[src/rtl/pipe_pkg.sv]
// Shared definitions for the elastic pipeline register chain: skid depth,
// occupancy-width helper and the default-width stage record.
package pipe_pkg;

    localparam int SKID_DEPTH        = 2;
    localparam int PAYLOAD_W_DEFAULT = 32;

    typedef struct packed {
        logic                         valid;
        logic [PAYLOAD_W_DEFAULT-1:0] data;
    } pipe_rec_t;

    // Wide enough for every stage plus a full skid buffer.
    function automatic int occ_w(input int depth);
        return $clog2(depth + SKID_DEPTH + 1);
    endfunction

endpackage

[src/rtl/pipe_reg_chain_if.sv]
// Valid/ready bus of the pipeline register chain, with the per-stage flush
// vector and the occupancy readback.
interface pipe_reg_chain_if
    import pipe_pkg::*;
#(
    parameter int WIDTH = 32,
    parameter int DEPTH = 2,
    parameter int CNT_W = occ_w(DEPTH)
) ();

    logic             in_valid;
    logic             in_ready;
    logic [WIDTH-1:0] in_data;
    logic             out_valid;
    logic             out_ready;
    logic [WIDTH-1:0] out_data;
    logic [DEPTH-1:0] flush;
    logic             flush_in;
    logic [CNT_W-1:0] occupancy;

    modport master (
        output in_valid, in_data, out_ready, flush, flush_in,
        input  in_ready, out_valid, out_data, occupancy
    );

    modport slave (
        input  in_valid, in_data, out_ready, flush, flush_in,
        output in_ready, out_valid, out_data, occupancy
    );

endinterface

[src/rtl/pipe_skid_buf.sv]
// Two-entry FIFO skid buffer placed ahead of stage 0 when PIPE_SKID_EN is set.
// o_ready is registered so the upstream ready never sees out_ready combinationally.
module pipe_skid_buf
    import pipe_pkg::*;
#(
    parameter int WIDTH = 32
) (
    input  logic             clk,
    input  logic             rst,
    input  logic             i_push,
    input  logic [WIDTH-1:0] i_data,
    input  logic             i_pop,
    input  logic             i_clear,
    output logic             o_valid,
    output logic [WIDTH-1:0] o_data,
    output logic [1:0]       o_count,
    output logic             o_ready
);

    logic [WIDTH-1:0] r_mem [SKID_DEPTH];
    logic             r_rd_ptr;
    logic             r_wr_ptr;
    logic [1:0]       r_count;
    logic [1:0]       w_count_next;
    logic             r_ready;

    always_comb begin
        w_count_next = r_count;
        if (i_clear) begin
            w_count_next = '0;
        end else begin
            w_count_next = r_count + {1'b0, i_push} - {1'b0, i_pop};
        end
    end

    always_ff @(posedge clk) begin
        if (!rst) begin
            for (int k = 0; k < SKID_DEPTH; k++) r_mem[k] <= '0;
            r_rd_ptr <= 1'b0;
            r_wr_ptr <= 1'b0;
            r_count  <= '0;
            r_ready  <= 1'b0;
        end else begin
            r_count <= w_count_next;
            r_ready <= (w_count_next != 2'(SKID_DEPTH));
            if (i_clear) begin
                r_rd_ptr <= 1'b0;
                r_wr_ptr <= 1'b0;
            end else begin
                if (i_push) begin
                    r_mem[r_wr_ptr] <= i_data;
                    r_wr_ptr        <= ~r_wr_ptr;
                end
                if (i_pop) r_rd_ptr <= ~r_rd_ptr;
            end
        end
    end

    assign o_valid = (r_count != '0);
    assign o_data  = r_mem[r_rd_ptr];
    assign o_count = r_count;
    assign o_ready = r_ready;

endmodule

[src/rtl/pipe_reg_chain.sv]
// Elastic DEPTH-stage valid/ready register chain with bubble collapsing and
// per-stage flush. Define PIPE_SKID_EN to add a 2-entry skid with registered in_ready.
module pipe_reg_chain
    import pipe_pkg::*;
#(
    parameter int WIDTH = 32,
    parameter int DEPTH = 2,
    parameter int CNT_W = occ_w(DEPTH)
) (
    input logic             clk,
    input logic             rst,
    pipe_reg_chain_if.slave bus
);

    typedef struct packed {
        logic             valid;
        logic [WIDTH-1:0] data;
    } stage_t;

    stage_t           r_stage [DEPTH];
    logic [DEPTH-1:0] w_v;
    logic [DEPTH-1:0] w_rdy;
    logic [DEPTH-1:0] w_src_valid;
    logic [DEPTH-1:0] w_valid_next;
    logic [DEPTH-1:0] w_load;
    logic [WIDTH-1:0] w_src_data [DEPTH];
    logic             w_head_valid;
    logic [WIDTH-1:0] w_head_data;
    logic [CNT_W-1:0] r_occ;
    logic [CNT_W-1:0] w_occ_next;

    generate
        for (genvar gi = 0; gi < DEPTH; gi++) begin : g_stage
            assign w_v[gi] = r_stage[gi].valid;
            // A stage is ready when it or any stage downstream of it has a hole.
            assign w_rdy[gi] = bus.out_ready | ~(&w_v[DEPTH-1:gi]);
            if (gi == 0) begin : g_head
                assign w_src_valid[gi] = w_head_valid;
                assign w_src_data[gi]  = w_head_data;
            end else begin : g_link
                assign w_src_valid[gi] = w_v[gi-1] & ~bus.flush[gi-1];
                assign w_src_data[gi]  = r_stage[gi-1].data;
            end
            assign w_load[gi]       = w_rdy[gi] & w_src_valid[gi];
            assign w_valid_next[gi] = (w_rdy[gi] ? w_src_valid[gi] : w_v[gi]) & ~bus.flush[gi];
        end
    endgenerate

    always_comb begin
        w_occ_next = '0;
        for (int k = 0; k < DEPTH; k++) w_occ_next = w_occ_next + CNT_W'(w_valid_next[k]);
    end

    always_ff @(posedge clk) begin
        if (!rst) begin
            for (int k = 0; k < DEPTH; k++) r_stage[k] <= '0;
            r_occ <= '0;
        end else begin
            for (int k = 0; k < DEPTH; k++) begin
                r_stage[k].valid <= w_valid_next[k];
                if (w_load[k]) r_stage[k].data <= w_src_data[k];
            end
            r_occ <= w_occ_next;
        end
    end

`ifdef PIPE_SKID_EN
    logic             w_skid_valid;
    logic [WIDTH-1:0] w_skid_data;
    logic [1:0]       w_skid_count;
    logic             w_skid_ready;
    logic             w_accept;
    logic             w_push;
    logic             w_pop;

    assign w_accept = bus.in_valid & w_skid_ready;
    // Skid drains first to keep FIFO order; an empty skid is bypassed.
    assign w_head_valid = (w_skid_valid | w_accept) & ~bus.flush_in;
    assign w_head_data  = w_skid_valid ? w_skid_data : bus.in_data;
    assign w_pop        = w_skid_valid & w_rdy[0];
    assign w_push       = w_accept & ~bus.flush_in & (w_skid_valid | ~w_rdy[0]);

    pipe_skid_buf #(.WIDTH(WIDTH)) u_skid (
        .clk     (clk),
        .rst     (rst),
        .i_push  (w_push),
        .i_data  (bus.in_data),
        .i_pop   (w_pop),
        .i_clear (bus.flush_in),
        .o_valid (w_skid_valid),
        .o_data  (w_skid_data),
        .o_count (w_skid_count),
        .o_ready (w_skid_ready)
    );

    assign bus.in_ready  = w_skid_ready;
    assign bus.occupancy = r_occ + CNT_W'(w_skid_count);
`else
    assign w_head_valid  = bus.in_valid & ~bus.flush_in;
    assign w_head_data   = bus.in_data;
    assign bus.in_ready  = w_rdy[0];
    assign bus.occupancy = r_occ;
`endif

    assign bus.out_valid = r_stage[DEPTH-1].valid;
    assign bus.out_data  = r_stage[DEPTH-1].data;

endmodule

[src/flat_wrapper.sv]
// flat-port wrapper written by rule: the top's interface ports become plain ports
module pipe_reg_chain_flat import pipe_pkg::*;
#(
    parameter int WIDTH = 32,
    parameter int DEPTH = 2,
    parameter int CNT_W = occ_w(DEPTH)
)
  (clk, rst, bus_in_valid, bus_in_data, bus_out_ready, bus_flush, bus_flush_in, bus_in_ready, bus_out_valid, bus_out_data, bus_occupancy);
  pipe_reg_chain_if #(.WIDTH(WIDTH), .DEPTH(DEPTH), .CNT_W(CNT_W)) bus_i ();
  input logic clk;
  input logic rst;
  input wire logic [$bits(bus_i.in_valid)-1:0] bus_in_valid;
  input wire logic [$bits(bus_i.in_data)-1:0] bus_in_data;
  input wire logic [$bits(bus_i.out_ready)-1:0] bus_out_ready;
  input wire logic [$bits(bus_i.flush)-1:0] bus_flush;
  input wire logic [$bits(bus_i.flush_in)-1:0] bus_flush_in;
  output wire logic [$bits(bus_i.in_ready)-1:0] bus_in_ready;
  output wire logic [$bits(bus_i.out_valid)-1:0] bus_out_valid;
  output wire logic [$bits(bus_i.out_data)-1:0] bus_out_data;
  output wire logic [$bits(bus_i.occupancy)-1:0] bus_occupancy;
  assign bus_i.in_valid = bus_in_valid;
  assign bus_i.in_data = bus_in_data;
  assign bus_i.out_ready = bus_out_ready;
  assign bus_i.flush = bus_flush;
  assign bus_i.flush_in = bus_flush_in;
  assign bus_in_ready = bus_i.in_ready;
  assign bus_out_valid = bus_i.out_valid;
  assign bus_out_data = bus_i.out_data;
  assign bus_occupancy = bus_i.occupancy;
  pipe_reg_chain #(.WIDTH(WIDTH), .DEPTH(DEPTH), .CNT_W(CNT_W)) u_core (.clk(clk), .rst(rst), .bus(bus_i));
endmodule
[config.mk]
export PLATFORM = sky130hd
export DESIGN_NAME = pipe_reg_chain_flat
export DESIGN_NICKNAME = d
export VERILOG_FILES = /design/src/rtl/pipe_pkg.sv /design/src/rtl/pipe_reg_chain_if.sv /design/src/rtl/pipe_skid_buf.sv /design/src/rtl/pipe_reg_chain.sv /design/src/flat_wrapper.sv
export SDC_FILE = /design/constraint.sdc
export NUM_CORES = 1
export LEC_CHECK = 0
export CORE_MARGIN = 4
export CORE_UTILIZATION = 49
export DETAILED_ROUTE_END_ITERATION = 10
export GPL_TIMING_DRIVEN = 0
export MAX_ROUTING_LAYER = met4
export PLACE_DENSITY = 0.8
export SYNTH_ARGS = -nofsm -noshare
export SYNTH_HDL_FRONTEND = slang
export SYNTH_SLANG_ARGS = --single-unit
[constraint.sdc]
create_clock -name clk -period 4.3 [get_ports clk]
set_input_delay 0.43 -clock clk [delete_from_list [all_inputs] [get_ports clk]]
set_output_delay 0.43 -clock clk [all_outputs]
set_load 0.02 [all_outputs]
# Yosys cells after proc, flatten, opt, wreduce, memory -nomap -nowiden
# Memories as Yosys holds them, arrays and structs flattened.
# Index checks and enable logic that the tools add are counted.
# totals
memories	1
ramBits	66
register_bits	3
input_bits	39
output_inout_bits	37
elab_cells	35
# mem_list
memory	words	width	read_ports	rd_clocked_by_memory_dff	wr	line_no	source
u_core.r_stage	2	33	2	0	2	pipe_reg_chain.sv:20	stage_t r_stage [DEPTH];
# classes
addsub	1
mux	14
bitwise	17
reduce_logical	1
# ops
operator	count
$mux W32	2
$mux W1	12
$and A1 B1 Y1	6
$or A1 B1 Y1	6
$not A1 Y1	5
$add A1 B1 Y2	1
$reduce_and A2 Y1	1

# Logic depth before layout (Yosys ltp)
# Gate-level depths: netlist of run 1.
# An unclocked memory read counts as a cell.
# logic_depth
depth_word	9
depth_mapped	6
depth_no_buf	4

# Worst setup path before layout of run 1
# OpenSTA, ideal clock, no wires.
# synth_timing
kind	register to register
start	mem u_core.r_stage[1][32] in the netlist's numbering
end	mem u_core.r_stage[1][0] in the netlist's numbering (enable)
setup_ps	466
t_required_ps	3834
arrival_ps	3292
path_slack_ps	542
n_path_buf	2
period_less_slack_ps	3758
path_stages_with_launch	5
path_cell_list	edfxtp_1 nor2b_1 buf_6 buf_4 o21ai_0
# synth_rtl
item	line_no
start: declaration	pipe_reg_chain.sv:20

# Final worst setup path of run 1
# layout_timing
start	in bus_out_ready
end	out bus_in_ready
# layout_via
elab_chain_len	1
# layout_rtl
item	line_no	source
start: declaration	flat_wrapper.sv:14	input wire logic [$bits(bus_i.out_ready)-1:0] bus_out_ready;
$or A1 B1 Y1	pipe_reg_chain.sv:36	assign w_rdy[gi] = bus.out_ready | ~(&w_v[DEPTH-1:gi]);
end: declaration	flat_wrapper.sv:17	output wire logic [$bits(bus_i.in_ready)-1:0] bus_in_ready;
# No other way between the ends.

==> flow_metrics.tcl, run 1 <==
set metrics [dict create \
    status "complete, no violations" \
    gp_congestion 0.741 \
    die-height_um 86.1 \
    clockPowerShare_pct 33.5 \
    first_pass_iters 5 \
    cts_hold_buf 0 \
    detail-route-antenna-nets 0 \
    tritoncts "done" \
    h-tree-depth 3 \
    filler_cell_count 435 \
    dp_hpwl_um 3920 \
    wl_met3_um 273 \
    cp.required_ns 3.87 \
    maxCapViolCount 0 \
    synth_cell_types 23 \
    antenna_cells 0 \
    clk_pin_slew_ns 0.07 \
    synth_compound_area_share_pct 1.30 \
    netlist_area_um2 2990 \
    grt-ovfl-total 0 \
    synth_xor_area_share_pct 0 \
    final_common_cell "clkdlybuf4s50_1" \
    final_cell_mix "74 x clkdlybuf4s50_1, 66 x edfxtp_1, 31 x inv_1, 29 x and2_1, 22 x nor4_2" \
    post-place-ws_ns 1.76 \
    viasPerCell 4.92 \
    finalCriticalPeriod_ns 2.19 \
    final_cells 362 \
    synthAdderAreaFrac_pct 0.419 \
    ys_seq_area_share_pct 67.6 \
    antenna_found_initial 0 \
    slew_violations 0 \
    min_period_over_period_pct 51.0 \
    yosys_warnings 0 \
    num_rows 28 \
    setup_violations 0 \
    p_leak_nw 1.46 \
    p_seq_share_pct 53.7 \
    crit_type "in -> out" \
    ys_seq_elements 68 \
    dp_cells 346 \
    dieWidth_um 86.1 \
    wirelength_um 5330 \
    hold_violations 0 \
    worstPathArrival_ns 1.76 \
    dieArea_um2 7410 \
    end_kind "output port" \
    swShare_pct 23.0 \
    cts_buffers 9 \
    synth_top_family_by_area "simple AND/OR/NAND/NOR gates" \
    power_density_nw_per_um2 361 \
    syn_avg_cell_area_um2 15.3 \
    worstMarginPinSlew_ns 0.831 \
    peakVddDrop_mv 0.271 \
    io_buffer_count 74 \
    grt_pass1_vias 1876 \
    cell_internal_pwr_mw 1.13 \
    crit_fanout 4 \
    vias 1781 \
    ios 76 \
    syn_inst 195 \
    drive_gt1_share_pct 21.3 \
    cts.sinks 68 \
    clockRootBuffer "clkbuf_8" \
    top_layer "met4" \
    core_um2 5920 \
    nets 322 \
    synthMuxAreaShare_pct 0 \
    max_clock_freq_mhz 456 \
    clock_latency_ns 0.34 \
    hp-class "reg -> reg" \
    cts_resized 0 \
    p_comb_share_pct 12.7 \
    worst_setup_path_start_kind "primary input" \
    postCtsSetupBuffers 0 \
    drt_iter0_markers 108 \
    wl_per_cell_um 14.7 \
    rsz0062_at_grt "false" \
    yosys.area_share.simple_pct 22.4 \
    grt_max_degree 33 \
    grt_pass1_wl_um 8740 \
    layout_setup_ws_ns 2.11 \
    p_sw_mw 0.335 \
    met1_length_um 2030 \
    clock_skew_ns 0.00497 \
    areaGrowthSynthToFinish_pct 35.5 \
    slew_headroom_pct 44.6 \
    track_usage_pct 16.7 \
    wl_met2_um 2930 \
    drc 0 \
    initial_utilization_pct 50.5 \
    clockBufferDepth 2 \
]
==> power groups by stage <==
stage,Sequential [mW],Combinational [mW],Clock (mW)
2_1_floorplan,0.822,0.0720,0
3_3_place_gp,0.801,0.178,0
3_5_place_dp,0.800,0.188,0
4_1_cts,0.786,0.188,0.499
5_1_grt,0.790,0.200,0.526
6_report,0.785,0.186,0.490
==> state kept, by name (all words and copies together) (netlist names) <==
signal                cells
u_core.bus.occupancy      2
u_core.r_stage           66
==> logic make-up (layout without fill, tap and decap cells) <==
logic type	count (synthesis)	count (layout)
adder cells (fa/ha/maj)	1	1
buffers and inverters	47	138
AND/OR/NAND/NOR	71	71
flip-flops	68	68
AO/OA/AOI/OAI	6	6
other	2	3
==> critical path, cell delays in order <==
cell             delay (ns)
clkdlybuf4s50_1        0.49
nand3b_1               0.20
clkdlybuf4s50_1        0.64
==> layout make-up <==
class | instances | area [µm²] | share of cell area (%)
Clock inverter | 6 | 55.1 | 1.36
Tap cell | 75 | 93.8 | 2.32
Multi-Input combinational cell | 81 | 743 | 18.4
Clock buffer | 10 | 128 | 3.15
Sequential cell | 68 | 2020 | 49.9
Buffer | 15 | 119 | 2.94
Inverter | 32 | 120 | 2.97
Timing Repair Buffer | 75 | 768 | 19.0
==> metal layers <==
metal  track usage, %  up-vias
met2             29.9       54
met3             3.94        8
met4             9.50        0
met5                -        -
li1                 -      857
met1             16.4      862
==> metrics by stage <==
step | hold WS [ns] | TNS (ns) | power, mW | util [%] | area [µm²]
after global routing | 0.645 | 0 | 1.52 | 68.4 | 4050
after CTS | 0.622 | 0 | 1.47 | 68.4 | 4050
after global placement | 0.600 | -24.02 | 0.979 | 64.6 | 3830
final | 0.621 | 0 | 1.46 | 68.4 | 4050
after detailed placement | 0.611 | 0 | 0.988 | 65.3 | 3870
after floorplan | 0.593 | 0 | 0.894 | - | 2990
==> path summary, 6_finish.rpt <==
path                    startpoint                    end  slack (ns)  cells past startpoint
max                  bus_out_ready           bus_in_ready        2.11                      3
min reg2reg  u_core.r_stage[0][26]  u_core.r_stage[1][26]        0.62                      2
min          u_core.r_stage[0][26]  u_core.r_stage[1][26]        0.62                      2
max reg2reg  u_core.r_stage[1][32]  u_core.r_stage[1][20]        2.38                      5
==> synthesized netlist by cell type <==
cell type	count	area (µm²)
o21ai_0	1	5.00
a31o_2	1	8.76
a21oi_1	2	10.0
buf_2	2	10.0
nor4b_1	2	17.5
nor4_2	22	275
inv_1	31	116
nor2b_1	1	6.26
buf_4	4	30.0
nand2b_1	3	18.8
buf_6	6	67.6
edfxtp_1	66	1980
a211oi_1	2	15.0
and2_2	5	37.5
ha_1	1	12.5
and2_1	29	181
nand3b_1	1	7.51
dfxtp_1	2	40.0
inv_2	1	3.75
nor4_1	3	18.8
conb_1	2	7.51
nor4_4	5	106
clkbuf_1	3	11.3
(Power assumes the default switching activity.)
==> run 2: changes to the inputs <==
Settings changed: CORE_UTILIZATION 49 to 44, PLACE_DENSITY 0.8 to 0.76.
Clock period 4.3 ns to 1.85 ns, I/O delays scaled along.
==> run 2 against run 1 <==
Compared with the run above: clock skew rose by 0.0013 ns; total power rose by 120%; sequential share of layout area rose by 0.22 points; hold slack got worse by 0.11 ns; critical path depth rose by 1; register-to-register slack got worse by 2.3 ns; sequential power rose by 130%; flip-flop and latch count did not move; clock-buffer cell count did not move; die area rose by 10%; critical endpoint is now u_core.r_stage[1][12].
==> flow_metrics.tcl, run 2 (synthesis results as in run 1) <==
set metrics [dict create \
    power_density_nw_per_um2 800 \
    areaGrowthSynthToFinish_pct 34.9 \
    final_common_cell "clkdlybuf4s50_1" \
    grt_pass1_vias 1815 \
    final_cells 362 \
    largest_reg_flops 66 \
    slew_violations 0 \
    viasPerCell 4.84 \
    ios 76 \
    post_dp_cell_area_um2 3860 \
    max_clock_freq_mhz 565 \
    min_to "u_core.r_stage[0][29]" \
    vias 1753 \
    core_um2 6460 \
    cpPeakStageDelay_ns 0.49 \
    worst_setup_path_start_kind "register" \
    setup_violations 0 \
    dieArea_um2 8180 \
    h-tree-depth 3 \
    detail-route-antenna-nets 0 \
    reg2reg_slack_ns 0.08 \
    hold_path_startpoint "bus_in_data[29]" \
    track_usage_pct 15.4 \
    top_register "u_core.r_stage" \
    tritoncts "done" \
    fin_hold_ws_ns 0.509 \
    wl_per_cell_um 15.3 \
    num_rows 29 \
    drc 0 \
    p_leak_nw 1.44 \
    grt_pass1_wl_um 9200 \
    grt-ovfl-total 0 \
    maxCapViolCount 0 \
    wirelength_um 5550 \
    dieWidth_um 90.4 \
    worstReg2RegStart "u_core.r_stage[1][32]" \
    grt_max_degree 33 \
    cp.required_ns 1.82 \
    slowest_stage "o21ai_4" \
    initial_utilization_pct 46.3 \
    r2r_end "u_core.r_stage[1][12]" \
    dp_cells 347 \
    dp_hpwl_um 3880 \
    crit_type "reg -> reg" \
    die-height_um 90.4 \
    status "complete, no violations" \
    peakVddDrop_mv 0.464 \
    worstPathArrival_ns 1.74 \
    drt_iter0_markers 50 \
    postCtsSetupBuffers 0 \
    cts_buffers 9 \
    crit_fanout 16 \
    final_cell_mix "73 x clkdlybuf4s50_1, 66 x edfxtp_1, 31 x inv_1, 29 x and2_1, 22 x nor4_2" \
    first_pass_iters 5 \
    slew_headroom_pct 59.6 \
    antenna_cells 0 \
    drive_gt1_share_pct 21.4 \
    cp_num_buf_inv 2 \
    worstMarginPinSlew_ns 0.603 \
    clock_skew_ns 0.00631 \
    hp-class "in -> reg" \
    path_cells "nor2b_4 > buf_6 > buf_12 > o21ai_4" \
    io_buffer_count 74 \
    cts.sinks 68 \
    antenna_found_initial 0 \
    min_period_over_period_pct 95.6 \
    gp_congestion 0.734 \
    crit_family "compound AO/OA/AOI/OAI gates" \
    nets 322 \
    clockRootBuffer "clkbuf_8" \
    rsz0062_at_grt "false" \
    r2r_cells 4 \
    min_path_cells 2 \
    clk_pin_slew_ns 0.07 \
    cts_hold_buf 0 \
    finalCriticalPeriod_ns 1.77 \
    final_area_um2 4030 \
    clock_latency_ns 0.34 \
    hold_violations 0 \
    clockBufferDepth 2 \
    end_kind "register" \
    finalPower_mw 3.23 \
]
-- run 2: layout make-up --
type                    instances  area [µm²]
repair buffers                 74         739
flip-flops and latches         68        2020
fillers                       530        2430
clock inverters                 4        18.8
plain buffers                  15         131
clock buffers                  10         128
inverters                      32         120
multi-input cells              82         776
well taps                      77        96.3
-- run 2: how the worst max path moves through the flow --
stage,from,to,slack (ns),depth (start not counted)
6_report,u_core.r_stage[1][32],u_core.r_stage[1][12],0.08,4
5_1_grt,u_core.r_stage[1][32],u_core.r_stage[1][23],0.0003,4
4_1_cts,u_core.r_stage[1][32],u_core.r_stage[1][23],0.05,4
3_5_place_dp,rst,u_core.r_stage[0][7],-0.45,4
3_3_place_gp,rst,u_core.r_stage[0][0],-0.42,4
2_1_floorplan,u_core.r_stage[1][32],u_core.r_stage[1][0],-0.04,4
-- run 2: power breakdown --
part	leakage, nW	switching [mW]	internal (mW)
clock	0.0792	0.507	0.460
combinational	0.656	0.227	0.208
sequential	0.709	0.0263	1.80
total	1.44	0.760	2.47
-- run 2: timing repair --
item	in CTS	in global routing
setup endpoints to repair	64	16
pin swaps	1	1
cloned	1	0
gates resized for setup	3	0
-- run 2: through the flow --
stage	worst slack [ns]	TNS, ns	utilization (%)
after global routing	0.000291	0	62.4
after detailed placement	-0.453	-28.43	59.8
final	0.0812	0	62.4
after global placement	-0.418	-26.05	59.8
after floorplan	-0.0409	-1.31	-
after CTS	0.0536	0	62.4
-- run 2: metal layers --
metal	part of all wire [%]	up-vias	global-route usage, %	routed length [µm]
li1	-	856	-	-
met1	40	831	16.2	2210
met2	53	57	27.0	2910
met3	5.7	9	4.08	315
met4	1.8	0	6.89	102
met5	0	-	-	0
==> run 3: changes to the inputs <==
Settings changed: ABC_AREA set to 1, CELL_PAD_IN_SITES_DETAIL_PLACEMENT set to 1, CELL_PAD_IN_SITES_GLOBAL_PLACEMENT set to 2, CORE_UTILIZATION 44 to 28, GPL_ROUTABILITY_DRIVEN set to 0, PLACE_DENSITY 0.76 to not set, PLACE_DENSITY_LB_ADDON set to 0.1.
==> run 3 against run 2 <==
Compared with the run above: cell count increased by 26%; first-iteration DRC count decreased by 46%; critical path depth decreased by 3; largest power group unchanged; synthesized cell count increased by 19%; critical path type is now reg -> out; hold slack got worse by 0.032 ns; synthesized area decreased by 6.7%; register-to-register slack improved by 0.26 ns; non-clock buffer count decreased by 7.
==> flow_metrics.tcl, run 3 <==
set metrics [dict create \
    status "complete, no violations" \
    p_leak_nw 1.75 \
    ys_seq_elements 68 \
    grt_pass1_wl_um 8740 \
    detail-route-antenna-nets 0 \
    dp_hpwl_um 3770 \
    cts.sinks 68 \
    setup_violations 0 \
    clockRootBuffer "clkbuf_8" \
    antenna_found_initial 0 \
    tritoncts "done" \
    synthTopCellsByCount "73 x inv_1, 66 x edfxtp_1, 42 x nand2_1" \
    power_density_nw_per_um2 870 \
    rsz0062_at_grt "false" \
    synth_cell_types 13 \
    top_register "u_core.r_stage" \
    synth_top_area_share_pct 71.0 \
    num_rows 36 \
    clockBufferDepth 2 \
    post_dp_cell_area_um2 3710 \
    crit_type "reg -> out" \
    worst_setup_path_start_kind "register" \
    max_clock_freq_mhz 649 \
    initial_utilization_pct 28.7 \
    post-place-ws_ns -0.368 \
    drt_iter0_markers 27 \
    netlist_area_um2 2790 \
    final_cell_mix "73 x inv_1, 73 x clkdlybuf4s50_1, 66 x edfxtp_1, 40 x nand2_1, 30 x nor2_2" \
    clock_skew_ns 0.0114 \
    viasPerCell 3.75 \
    synth_most_common_cell "inv_1" \
    yosys_warnings 0 \
    synth_area_leaders "edfxtp_1 71%, inv_1 9.8%, nor2_2 6.7%" \
    largest_reg_flops 66 \
    hp-class "in -> reg" \
    yosys.area.top_type "edfxtp_1" \
    nets 359 \
    track_usage_pct 10.6 \
    end_kind "output port" \
    antenna_cells 0 \
    crit_family "buffers and inverters" \
    hold_violations 0 \
    cpPeakStageDelay_ns 0.62 \
    cp_num_buf_inv 1 \
    clock_latency_ns 0.34 \
    grt_max_degree 33 \
    die-height_um 108 \
    drive_gt1_share_pct 17.6 \
    dieWidth_um 108 \
    ios 76 \
    min_period_over_period_pct 83.2 \
    finalPower_mw 3.40 \
    layout_setup_ws_ns 0.310 \
    peakVddDrop_mv 0.324 \
    drc 0 \
    slowest_stage "clkdlybuf4s50_1" \
    areaGrowthSynthToFinish_pct 40.1 \
    slew_violations 0 \
    cts_buffers 9 \
    fin_hold_ws_ns 0.477 \
    utilization_pct 40.2 \
    crit_fanout 3 \
    core_um2 9730 \
    grt-ovfl-total 0 \
    synth_flop_cell "edfxtp_1" \
    path_cells "clkdlybuf4s50_1" \
    synth-async-reset-ratio_pct 0 \
    syn_inst 233 \
    dieArea_um2 11600 \
    finalCriticalPeriod_ns 1.54 \
    grt_pass1_vias 1767 \
    worstPathArrival_ns 1.35 \
    first_pass_iters 4 \
    maxCapViolCount 0 \
    vias 1716 \
    syn_avg_cell_area_um2 12.0 \
    io_buffer_count 74 \
    synth_edf_count 66 \
    h-tree-depth 3 \
    final_area_um2 3910 \
    cp.required_ns 1.66 \
    wirelength_um 5510 \
    ys_seq_area_share_pct 72.5 \
    wl_per_cell_um 12.1 \
    clk_pin_slew_ns 0.08 \
]
[run 3: cell types whose count changed in the layout (fill, tap and decap cells not counted), sizes merged, moves of 3 or more]
cell    previous run  this run
inv               32        73
clkbuf            13         9
nor4              30         0
buf               12         8
nand3              0         3
nand2              0        43
and2              34         0
nor2               0        34
nand2b             3         0
[run 3: path summary, 6_finish.rpt]
path | from | to | slack (ns) | cells past startpoint
hold / removal | bus_in_data[16] | u_core.r_stage[0][16] | 0.48 | 3
setup reg to reg | u_core.r_stage[0][32] | u_core.r_stage[0][10] | 0.34 | 3
setup / recovery | u_core.r_stage[1][32] | bus_out_valid | 0.31 | 1
hold reg to reg | u_core.r_stage[0][2] | u_core.r_stage[1][2] | 0.54 | 2
[run 3: report_power, final]
group | switching, mW | internal, mW | total, mW | leakage, nW
Combinational | 0.199 | 0.179 | 0.378 | 0.951
Sequential | 0.0265 | 1.80 | 1.82 | 0.709
Clock | 0.587 | 0.615 | 1.20 | 0.0926
Total | 0.813 | 2.59 | 3.40 | 1.75
[run 3: cell type report]
cell class	count	area, µm²
multi-input cells	85	442
clock buffers	9	124
plain buffers	8	71.3
repair buffers	74	743
well taps	133	166
clock inverters	7	67.6
inverters	73	274
fillers	1106	5820
flip-flops and latches	68	2020
[run 3: stage by stage]
step | instances | setup TNS (ns)
after global routing | 457 | 0
after detailed placement | 441 | -22.97
after global placement | 441 | -38.14
after floorplan | 234 | 0
final | 457 | 0
after CTS | 457 | 0
[run 3: cells by family after synthesis]
family,share of synthesized area [%]
buffers and inverters,12.4
and+or+nand+nor,14.4
DFF,72.5
other,0.269
adders and majority gates,0.448
[run 3: what timing repair did]
action,4_1_cts,5_1_grt
gates resized for setup,0,3
hold endpoints to repair,0,0
hold buffers,0,0
setup endpoints to repair,0,65
buffers inserted,0,0
[run 3: routing by layer]
| metal | GRT usage (%) | up-vias | part of all wire [%] |
|---|---|---|---|
| met5 | - | - | 0 |
| met4 | 4.60 | 0 | 2.0 |
| met3 | 3.54 | 9 | 5.9 |
| met2 | 17.9 | 51 | 53 |
| met1 | 11.3 | 789 | 39 |
| li1 | - | 867 | - |
